## config.mk

```make
export PLATFORM = sky130hd
export DESIGN_NAME = pla_eval_sequencer
export DESIGN_NICKNAME = d
export VERILOG_FILES = /design/src/rtl/pla_eval_sequencer.sv
export SDC_FILE = /design/constraint.sdc
export NUM_CORES = 1
export LEC_CHECK = 0
export CAP_MARGIN = 25
export CELL_PAD_IN_SITES_DETAIL_PLACEMENT = 1
export CELL_PAD_IN_SITES_GLOBAL_PLACEMENT = 2
export CORE_AREA = 2 2 97 99
export CTS_CLUSTER_DIAMETER = 200
export DETAILED_ROUTE_END_ITERATION = 10
export DIE_AREA = 0 0 99 101
export HOLD_SLACK_MARGIN = 0.08
export PLACE_DENSITY_LB_ADDON = 0.3
export SLEW_MARGIN = 15
export SYNTH_ARGS = -nofsm -noshare
export SYNTH_HDL_FRONTEND = slang
export SYNTH_SLANG_ARGS = --single-unit
```

## constraint.sdc

```tcl
create_clock -name clk -period 2.7 [get_ports clk]
set_input_delay 0.54 -clock clk [delete_from_list [all_inputs] [get_ports clk]]
set_output_delay 0.54 -clock clk [all_outputs]
set_load 0.01 [all_outputs]
```

## src/rtl/pla_eval_sequencer.sv

```systemverilog
// Drives a combinational PLA slice with handshaked 15-bit vectors, holds each one
// for a programmable settle time, then returns the sampled output and counts hits.
module pla_eval_sequencer #(
   parameter int SETTLE_CYCLES = 1,
   parameter int CNT_W         = 16
) (
   input  logic             clk,
   input  logic             rst_n,
   input  logic             in_valid,
   output logic             in_ready,
   input  logic [14:0]      in_vec,
   output logic [14:0]      pla_x,
   input  logic             pla_y,
   output logic             out_valid,
   input  logic             out_ready,
   output logic [14:0]      out_vec,
   output logic             out_y,
   input  logic             clr_count,
   output logic [CNT_W-1:0] hit_count
);
   typedef enum logic [1:0] {IDLE = 2'd0, DRIVE = 2'd1, HOLD = 2'd2} state_t;

   localparam logic [7:0]       CNT_LOAD = 8'(SETTLE_CYCLES - 1);
   localparam logic [CNT_W-1:0] HIT_MAX  = {CNT_W{1'b1}};
   localparam logic [CNT_W-1:0] HIT_ONE  = CNT_W'(1);

   state_t           state_r;
   state_t           state_s;
   logic [7:0]       cnt_r;
   logic [14:0]      pla_x_r;
   logic [14:0]      out_vec_r;
   logic             out_valid_r;
   logic             out_y_r;
   logic [CNT_W-1:0] hit_r;
   logic             in_ready_s;
   logic             accept_s;
   logic             sample_s;

   assign accept_s  = in_valid & in_ready_s;
   assign sample_s  = (state_r == DRIVE) && (cnt_r == 8'd0);

   assign in_ready  = in_ready_s;
   assign pla_x     = pla_x_r;
   assign out_valid = out_valid_r;
   assign out_vec   = out_vec_r;
   assign out_y     = out_y_r;
   assign hit_count = hit_r;

   // State register
   always_ff @(posedge clk or negedge rst_n) begin
      if (!rst_n) begin
         state_r <= IDLE;
      end else begin
         state_r <= state_s;
      end
   end

   // Next-state logic; HOLD can chain straight into DRIVE when a new vector waits
   always_comb begin
      state_s = state_r;
      case (state_r)
         IDLE: begin
            if (accept_s) state_s = DRIVE;
            else          state_s = IDLE;
         end
         DRIVE: begin
            if (cnt_r == 8'd0) state_s = HOLD;
            else               state_s = DRIVE;
         end
         HOLD: begin
            if (out_ready) begin
               if (in_valid) state_s = DRIVE;
               else          state_s = IDLE;
            end else begin
               state_s = HOLD;
            end
         end
         default: state_s = IDLE;
      endcase
   end

   // Output decode; in_ready stays low for as long as reset is held
   always_comb begin
      in_ready_s = 1'b0;
      if (!rst_n) begin
         in_ready_s = 1'b0;
      end else begin
         case (state_r)
            IDLE:    in_ready_s = 1'b1;
            HOLD:    in_ready_s = out_ready;
            DRIVE:   in_ready_s = 1'b0;
            default: in_ready_s = 1'b0;
         endcase
      end
   end

   // Slice drive, settle counter and result capture
   always_ff @(posedge clk or negedge rst_n) begin
      if (!rst_n) begin
         pla_x_r     <= 15'd0;
         cnt_r       <= 8'd0;
         out_vec_r   <= 15'd0;
         out_y_r     <= 1'b0;
         out_valid_r <= 1'b0;
      end else begin
         if (accept_s) begin
            pla_x_r <= in_vec;
            cnt_r   <= CNT_LOAD;
         end else if ((state_r == DRIVE) && (cnt_r != 8'd0)) begin
            cnt_r <= cnt_r - 8'd1;
         end
         if (sample_s) begin
            out_valid_r <= 1'b1;
            out_y_r     <= pla_y;
            out_vec_r   <= pla_x_r;
         end else if ((state_r == HOLD) && out_ready) begin
            out_valid_r <= 1'b0;
         end
      end
   end

   // Saturating hit counter; a clear overrides a coincident increment
   always_ff @(posedge clk or negedge rst_n) begin
      if (!rst_n) begin
         hit_r <= '0;
      end else if (clr_count) begin
         hit_r <= '0;
      end else if (sample_s && pla_y && (hit_r != HIT_MAX)) begin
         hit_r <= hit_r + HIT_ONE;
      end
   end
endmodule

```

## Word-level counts from Yosys, hierarchy flattened

Cells that the tools add are included.

| word-level totals | value |
|---|---|
| memory bits (read-only) | 0 |
| bits in latches | 0 |
| flip-flop bits (word level) | 58 |
| memory bits (writable) | 0 |
| logic and storage cells | 37 |
| memories kept | 0 |
| output and inout bits | 49 |

| cells by class | value |
|---|---|
| reductions and logical operators | 11 |
| bitwise operators | 1 |
| equal/unequal tests | 3 |
| add/sub/neg operators | 2 |
| shift-type cells | 0 |
| muxes and demuxes | 13 |
| multiply operators | 0 |
| div/mod/pow operators | 0 |
| magnitude comparators | 0 |

Operators by type and width:

| operator | count |
|---|---|
| $mux 16 | 2 |
| $add 16x1->16 const B | 1 |
| $mux 8 | 2 |
| $ne 16x16->1 const B | 1 |
| $logic_not 8->1 | 1 |
| $reduce_bool 8->1 | 1 |
| $sub 8x1->8 const B | 1 |
| $pmux 2 s3 | 1 |
| $reduce_bool 2->1 | 3 |
| $logic_and 1x1->1 | 5 |
| $mux 1 | 5 |
| $mux 2 | 2 |
| $eq 2x1->1 const B | 1 |
| $eq 2x2->1 const B | 1 |
| $logic_not 2->1 | 1 |
| $pmux 1 s2 | 1 |
| $and 1x1->1 | 1 |

## Depth between registers and ports, before layout

Gate-level depths: netlist of run 1.

| depth | value |
|---|---|
| word-level depth | 6 |
| gate-level depth with buffers | 8 |
| depth with buffers taken out | 7 |

## Least setup slack after synthesis of run 1

Ideal clock, no wire load.

| path | value |
|---|---|
| kind | flip-flop to flip-flop |
| start point | register cnt_r[0] |
| end point | register hit_r[8], in the netlist hit_count[8] |
| slack | 842 ps |
| stages on the path, launching flop included | 9 |
| arrival time | 1,726 ps |
| path buffers | 1 |
| clock period less this slack | 1,858 ps |
| cells stage by stage | dfrtp_1 > inv_1 > ha_1 > nor3b_2 > nand3_2 > buf_2 > nor4_1 > xnor2_1 > nor2_1 |

| between the ends | value |
|---|---|
| longest elaborated chain between the ends | 5 |

Ends and longest elaborated chain:

| element | line | text |
|---|---|---|
| start, declared | 29 | `logic [7:0] cnt_r;` |
| start signal, assigned | 110 | `cnt_r <= cnt_r - 8'd1;` |
| $logic_not 8->1 | 40 | `assign sample_s = (state_r == DRIVE) && (cnt_r == 8'd0);` |
| $logic_and 1x1->1 | 40 |  |
| $logic_and 1x1->1 (2 in series) | 128 | `end else if (sample_s && pla_y && (hit_r != HIT_MAX)) begin` |
| $reduce_bool 2->1 (no line) | -- |  |
| end signal, assigned | 129 | `hit_r <= hit_r + HIT_ONE;` |
| end, declared | 34 | `logic [CNT_W-1:0] hit_r;` |

No other way between the ends.
A chain may end at the register's enable or synchronous reset.

## Worst setup path after layout of run 1

| path | value |
|---|---|
| start point | input out_ready |
| end point | output in_ready |

| between the ends | value |
|---|---|
| longest elaborated chain between the ends | 2 |

Ends and longest elaborated chain:

| element | line | text |
|---|---|---|
| start, declared | 15 | `input logic out_ready,` |
| $pmux 1 s2 | 88 | `case (state_r)` |
| $mux 1 | 85 | `if (!rst_n) begin` |
| end, declared | 10 | `output logic in_ready,` |

No other way between the ends.

==> run_results.csv, run 1 <==
group,metric,value,unit
timing,layout_min_cycle_time,2.528,ns
power,p_sw,1.110,mW
routing,avgRoutedWirePerCell,15.07,µm
cts,root_buffer,"clkbuf_8",
timing,fmax,0.3955,GHz
timing,rsz0062_at_grt,"false",
placed_design,dp_hpwl,4.650,mm
timing,setup_viol,0,
global_routing,antenna_found_initial,0,
floorplan,die-area,9999,µm²
floorplan,core_area,8977,µm²
routing,drc,0,
synthesis,synth_top_cell_by_area,"dfrtp_1",
critical_path,critPathLaunchType,"input port",
cells_and_area,multi_input_area,1054,µm²
routing,first_pass_iters,4,
flow_run,maxCapViolCount,0,
power,clkPwrFrac,23.3,%
cells_and_area,regArea,1451,µm²
routing,wirelength,6.646,mm
cells_and_area,syn2layout_area_growth,41.27,%
synthesis,synth.ff_latch_count,58,
floorplan,initial_core_util,28.40,%
critical_path,critPathRequiredTime,2.16,ns
critical_path,ff2ff_path_depth,7,
timing,hold_ws,0.4077,ns
timing,fin_worst_skew,0.01079,ns
routing,antenna_left,0,
synthesis,yosys_warnings,0,
global_routing,grt-ovfl-total,0,
floorplan,die_w,99,µm
placed_design,place_ws,0.09239,ns
cts,cts.repair.resized,0,
critical_path,cp-end-kind,"primary output",
routing,first_iter_violations,67,
timing,finalWorstSetupSlack,0.1715,ns
floorplan,rows,35,
cells_and_area,fillers,993,
synthesis,avgSynthCellArea,10.45,µm²
routing,met1_length,3.137,mm
synthesis,syn_nets,267,
routing,dr_wl_met3,443,µm
power,p_seq_share,41.0,%
routing,via_count,2063,
synthesis,synth.most_common_cell,"nand2_1",
cts,clkSinkCount,58,
critical_path,crit_arrival,1.99,ns
placed_design,gp_congestion,0.8155,
timing,fin_crit_sh,93.65,%
timing,drv_slew,0,
cells_and_area,nNetsFinal,348,
timing,maxSlewHeadroom,48.36,%
global_routing,grtUsageTotal,14.06,%
routing,met2_length,3.036,mm
timing,finalHoldViolations,0,
routing,vias_per_cell,4.678,
synthesis,synth_commonest_cells,"nand2_1, dfrtp_1, nor2_1",
cells_and_area,diodes,0,
cells_and_area,final_util,40.13,%
floorplan,die_y,101,µm
cts,cts_setup_buffers,0,
synthesis,syn_inst,244,
power,p_leak,1.557,nW
placed_design,portBuffers,69,
routing,top_layer,"met4",
synthesis,ys.flop_type,"dfrtp_1",
cts,cts.clk_slew.worst_paths,0.06,ns
cts,cts_hold_buf,0,
power,swShare,33.27,%
timing,worst_pin_slew,0.7745,ns
global_routing,grt_pass1_vias,2258,
critical_path,reg2reg_slack,0.54,ns
cts,clock_latency,0.33,ns
status,outcome,"finished, final reports clean",
synthesis,yosysSeqAreaShare,56.92,%
synthesis,synthesis.area,2550,µm²
power,peakVddDrop,0.4752,mV
cells_and_area,layout-drive-gt1-share,14.24,%
critical_path,worstSetupPathType,"in -> out",
global_routing,grt_max_degree,59,
worst_hold_path,hold_class,"in -> async",
power,internal-power,2.228,mW
power,power_density,926.7,nW/µm²
cts,cts_buffers,9,
synthesis,synthTopCellsByArea,"dfrtp_1, nand2_1, mux2_2, xnor2_1, nor2_1",
cts,cts_tree,"yes",
synthesis,async_flop_share,100.0,%
synthesis,synth_cell_types,36,
floorplan,io_pins,70,
critical_path,critPathMaxFanout,3,
synthesis,synth_edf_count,0,
synthesis,yosysTopAreaCellShare,56.92,%
power,pwr-share-comb,35.7,%
cts,htree_levels,3,
global_routing,grt_pass1_wl,11.04,mm
cts,cts_max_path_buffers,2,
timing,setup_tns,0,ns
==> cell type report <==
| type | instances | area share (%) |
|---|---|---|
| Tap cell | 111 | 3.856 |
| Sequential cell | 58 | 40.29 |
| Timing Repair Buffer | 78 | 20.91 |
| Clock buffer | 11 | 3.647 |
| Clock inverter | 5 | 1.528 |
| Inverter | 5 | 0.5210 |
| Multi-Input combinational cell | 173 | 29.25 |
==> layer usage <==
metal	up-vias	GRT usage, %
met5	-	0
met1	1016	18.30
met2	55	21.36
li1	989	-
met3	3	4.924
met4	0	5.796
==> metrics by stage <==
| step | instance area [µm²] | cells | power, mW |
|---|---|---|---|
| after detailed placement | 3411 | 425 | 2.582 |
| final | 3602 | 441 | 3.338 |
| after CTS | 3597 | 441 | 3.388 |
| after global placement | 3411 | 425 | 2.555 |
| after global routing | 3602 | 441 | 3.581 |
| after floorplan | 2550 | 244 | 1.922 |
==> critical path: stages <==
cell and delay [ns]:
clkdlybuf4s50_1 0.51, inv_1 0.08, a211oi_2 0.27, clkdlybuf4s50_1 0.58
==> power groups by stage <==
stage | clock, mW | sequential [mW] | combinational, mW
CTS | 0.804 | 1.37 | 1.21
global placement | 0 | 1.37 | 1.19
global route | 0.839 | 1.41 | 1.33
detailed placement | 0 | 1.38 | 1.20
floorplan | 0 | 1.44 | 0.483
finish | 0.778 | 1.37 | 1.19
==> cells by family (layout without fill, tap and decap cells) <==
group / after synthesis / in the layout / share of synthesized area, %
DFF: 58 / 58 / 56.92
AOI/OAI and AO/OA: 15 / 15 / 3.729
buffers and inverters: 13 / 99 / 1.962
xor gates and xnor gates: 18 / 18 / 6.183
muxes: 15 / 15 / 6.624
adders and majority gates: 2 / 2 / 0.9812
and+or+nand+nor: 123 / 123 / 23.60
==> cells in the final DEF, fill, tap and decap left out, types with 3 or more instances in the layout <==
cell / instances
dfrtp_1: 58
clkbuf_8: 9
nand3_1: 7
nand2_1: 59
xor2_1: 3
o21ai_0: 6
buf_4: 9
nor2_1: 25
nand4_1: 6
mux2_2: 15
clkdlybuf4s50_1: 68
nor4_1: 7
xnor2_1: 15
inv_1: 5
==> state kept, by name (all words and copies together) (netlist names) <==
| name | cells |
|---|---|
| out_valid | 1 |
| out_y | 1 |
| cnt_r | 8 |
| hit_count | 16 |
| state_r | 2 |
| out_vec | 15 |
| pla_x | 15 |
==> worst paths after layout <==
path	startpoint	endpoint
worst max register to register	cnt_r[0]$_DFFE_PN0P_	hit_count[10]$_DFFE_PN0P_
worst min register to register	out_y$_DFFE_PN0P_	out_y$_DFFE_PN0P_
min in group clk	out_y$_DFFE_PN0P_	out_y$_DFFE_PN0P_
max in group asynchronous	rst_n	hit_count[9]$_DFFE_PN0P_
worst max-delay path	out_ready	in_ready
worst min-delay path	rst_n	hit_count[11]$_DFFE_PN0P_
Note: power is estimated with default switching activity, not from simulation.
==> run 2: changes to the inputs <==
- SETUP_SLACK_MARGIN: default -> 0.02
- clock period: 2.7 -> 2.6 ns (I/O delays scaled with it)
==> run 2 against run 1 <==
Net effect: sequential power rose by 4%; flip-flop and latch count did not move; total power rose by 2.3%; non-clock buffer count did not move; global-route usage fell by 0.067 points; sequential share of layout area rose by 0.056 points; via count rose by 0.53%; highest routed layer unchanged; count of clock-buffer cells in the layout fell by 1; wire length rose by 0.33%; die area did not move; cell count did not move.
==> run_results.csv, run 2 (same netlist as run 1, synthesis figures left out) <==
group,metric,value,unit
timing,worst_pin_slew,0.7704,ns
global_routing,grt_use_met1,17.48,%
power,peakVddDrop,0.4970,mV
cts,cts_max_path_buffers,2,
cells_and_area,nNetsFinal,348,
global_routing,grt_pass1_vias,2238,
placed_design,dp_hpwl,4.672,mm
timing,rsz0062_at_grt,"false",
power,power,3.417,mW
critical_path,critPathRequiredTime,2.82,ns
power,internal-power,2.244,mW
routing,vias_per_cell,4.703,
flow_run,maxCapViolCount,0,
floorplan,die-area,9999,µm²
placed_design,portBuffers,69,
timing,layout_min_cycle_time,2.166,ns
global_routing,grtUsageTotal,13.99,%
cells_and_area,regArea,1451,µm²
cells_and_area,final_common_cell,"clkdlybuf4s50_1",
global_routing,top_usage_layer,"met2",
power,pwr-share-comb,36.2,%
cells_and_area,layout-drive-gt1-share,14.85,%
global_routing,grt_pass1_wl,11.01,mm
routing,first_iter_violations,82,
global_routing,use_met3,6.103,%
timing,fin_crit_sh,83.30,%
placed_design,place_ws,0.01022,ns
timing,fmax,0.4617,GHz
floorplan,initial_core_util,28.40,%
power,p_leak,1.567,nW
floorplan,die_y,101,µm
cells_and_area,final_util,40.07,%
critical_path,critPathMaxFanout,12,
cts,cts_hold_buf,0,
routing,first_pass_iters,4,
critical_path,cp-end-kind,"flip-flop",
global_routing,grtUsageMet2,21.88,%
power,p_seq_share,41.4,%
routing,antenna_left,0,
power,p_sw,1.173,mW
cts,clkSinkCount,58,
timing,maxSlewHeadroom,48.64,%
cts,htree_levels,3,
floorplan,die_w,99,µm
timing,setup_viol,0,
floorplan,io_pins,70,
floorplan,core_area,8977,µm²
cts,cts_tree,"yes",
timing,fin_worst_skew,0.01407,ns
routing,drc,0,
worst_hold_path,hold_class,"in -> async",
global_routing,antenna_found_initial,0,
power,clkPwrFrac,22.4,%
floorplan,rows,35,
cts,cts_buffers,9,
global_routing,grt_max_degree,59,
power,swShare,34.33,%
cts,cts_setup_buffers,0,
cts,clock_latency,0.34,ns
status,outcome,"finished, final reports clean",
cts,cts.repair.resized,1,
cts,root_buffer,"clkbuf_8",
routing,wirelength,6.668,mm
routing,avgRoutedWirePerCell,15.12,µm
timing,finalWorstSetupSlack,0.4343,ns
timing,finalHoldViolations,0,
placed_design,gp_congestion,0.7327,
critical_path,crit_arrival,2.39,ns
cells_and_area,largest_reg_flops,16,
cts,cts.clk_slew.worst_paths,0.07,ns
cells_and_area,fillers,1022,
cells_and_area,syn2layout_area_growth,41.07,%
routing,via_count,2074,
cells_and_area,diodes,0,
timing,setup_tns,0,ns
power,power_density,949.8,nW/µm²
critical_path,worstSetupPathType,"reg -> reg",
cells_and_area,multi_input_area,1054,µm²
timing,drv_slew,0,
cells_and_area,final_cell_mix,"clkdlybuf4s50_1, nand2_1, dfrtp_1",
critical_path,critPathLaunchType,"flip-flop",
global_routing,grt-ovfl-total,0,
run 2: power by group through the flow:
stage | Clock, mW | Sequential [mW] | Combinational (mW)
finish | 0.764 | 1.42 | 1.24
global route | 0.836 | 1.46 | 1.37
CTS | 0.803 | 1.42 | 1.27
detailed placement | 0 | 1.43 | 1.26
global placement | 0 | 1.42 | 1.23
floorplan | 0 | 1.49 | 0.501
run 2: worst max-delay path, cell delays in order (launching register included):
cell and delay, ns:
dfrtp_1 0.41, inv_1 0.08, ha_1 0.22, nor3b_2 0.34, nand3_2 0.31, nor4_1 0.47
xnor2_1 0.17, nor2_1 0.05
run 2: per-stage QoR:
step                std cells  area, µm²  hold WS, ns
global placement          425       3411       0.4624
detailed placement        425       3411       0.4809
global route              441       3597       0.4756
floorplan                 244       2550       0.2244
CTS                       441       3595       0.4413
finish                    441       3597       0.3908
run 2: layout make-up:
type	count	area share [%]
inverter	5	0.5217
timing repair buffer	78	21.01
sequential	58	40.35
clock buffer	10	3.826
multi-input combinational	173	29.29
clock inverter	6	1.148
tap	111	3.861
run 2: per-layer routing:
layer | wire [µm] | up-vias
met1 | 3102 | 1016
met2 | 2979 | 62
met5 | 0 | -
li1 | - | 988
met3 | 517 | 8
met4 | 68 | 0
run 2: worst paths after layout:
| path | slack [ns] | from | depth (start not counted) | to |
|---|---|---|---|---|
| min in group clk | 0.50 | out_y$_DFFE_PN0P_ | 2 | out_y$_DFFE_PN0P_ |
| setup reg to reg | 0.43 | cnt_r[0]$_DFFE_PN0P_ | 7 | hit_count[10]$_DFFE_PN0P_ |
| max in group asynchronous | 1.70 | rst_n | 2 | hit_count[4]$_DFFE_PN0P_ |
| setup / recovery | 0.43 | cnt_r[0]$_DFFE_PN0P_ | 7 | hit_count[10]$_DFFE_PN0P_ |
| hold / removal | 0.39 | rst_n | 2 | hit_count[11]$_DFFE_PN0P_ |
| hold reg to reg | 0.50 | out_y$_DFFE_PN0P_ | 2 | out_y$_DFFE_PN0P_ |
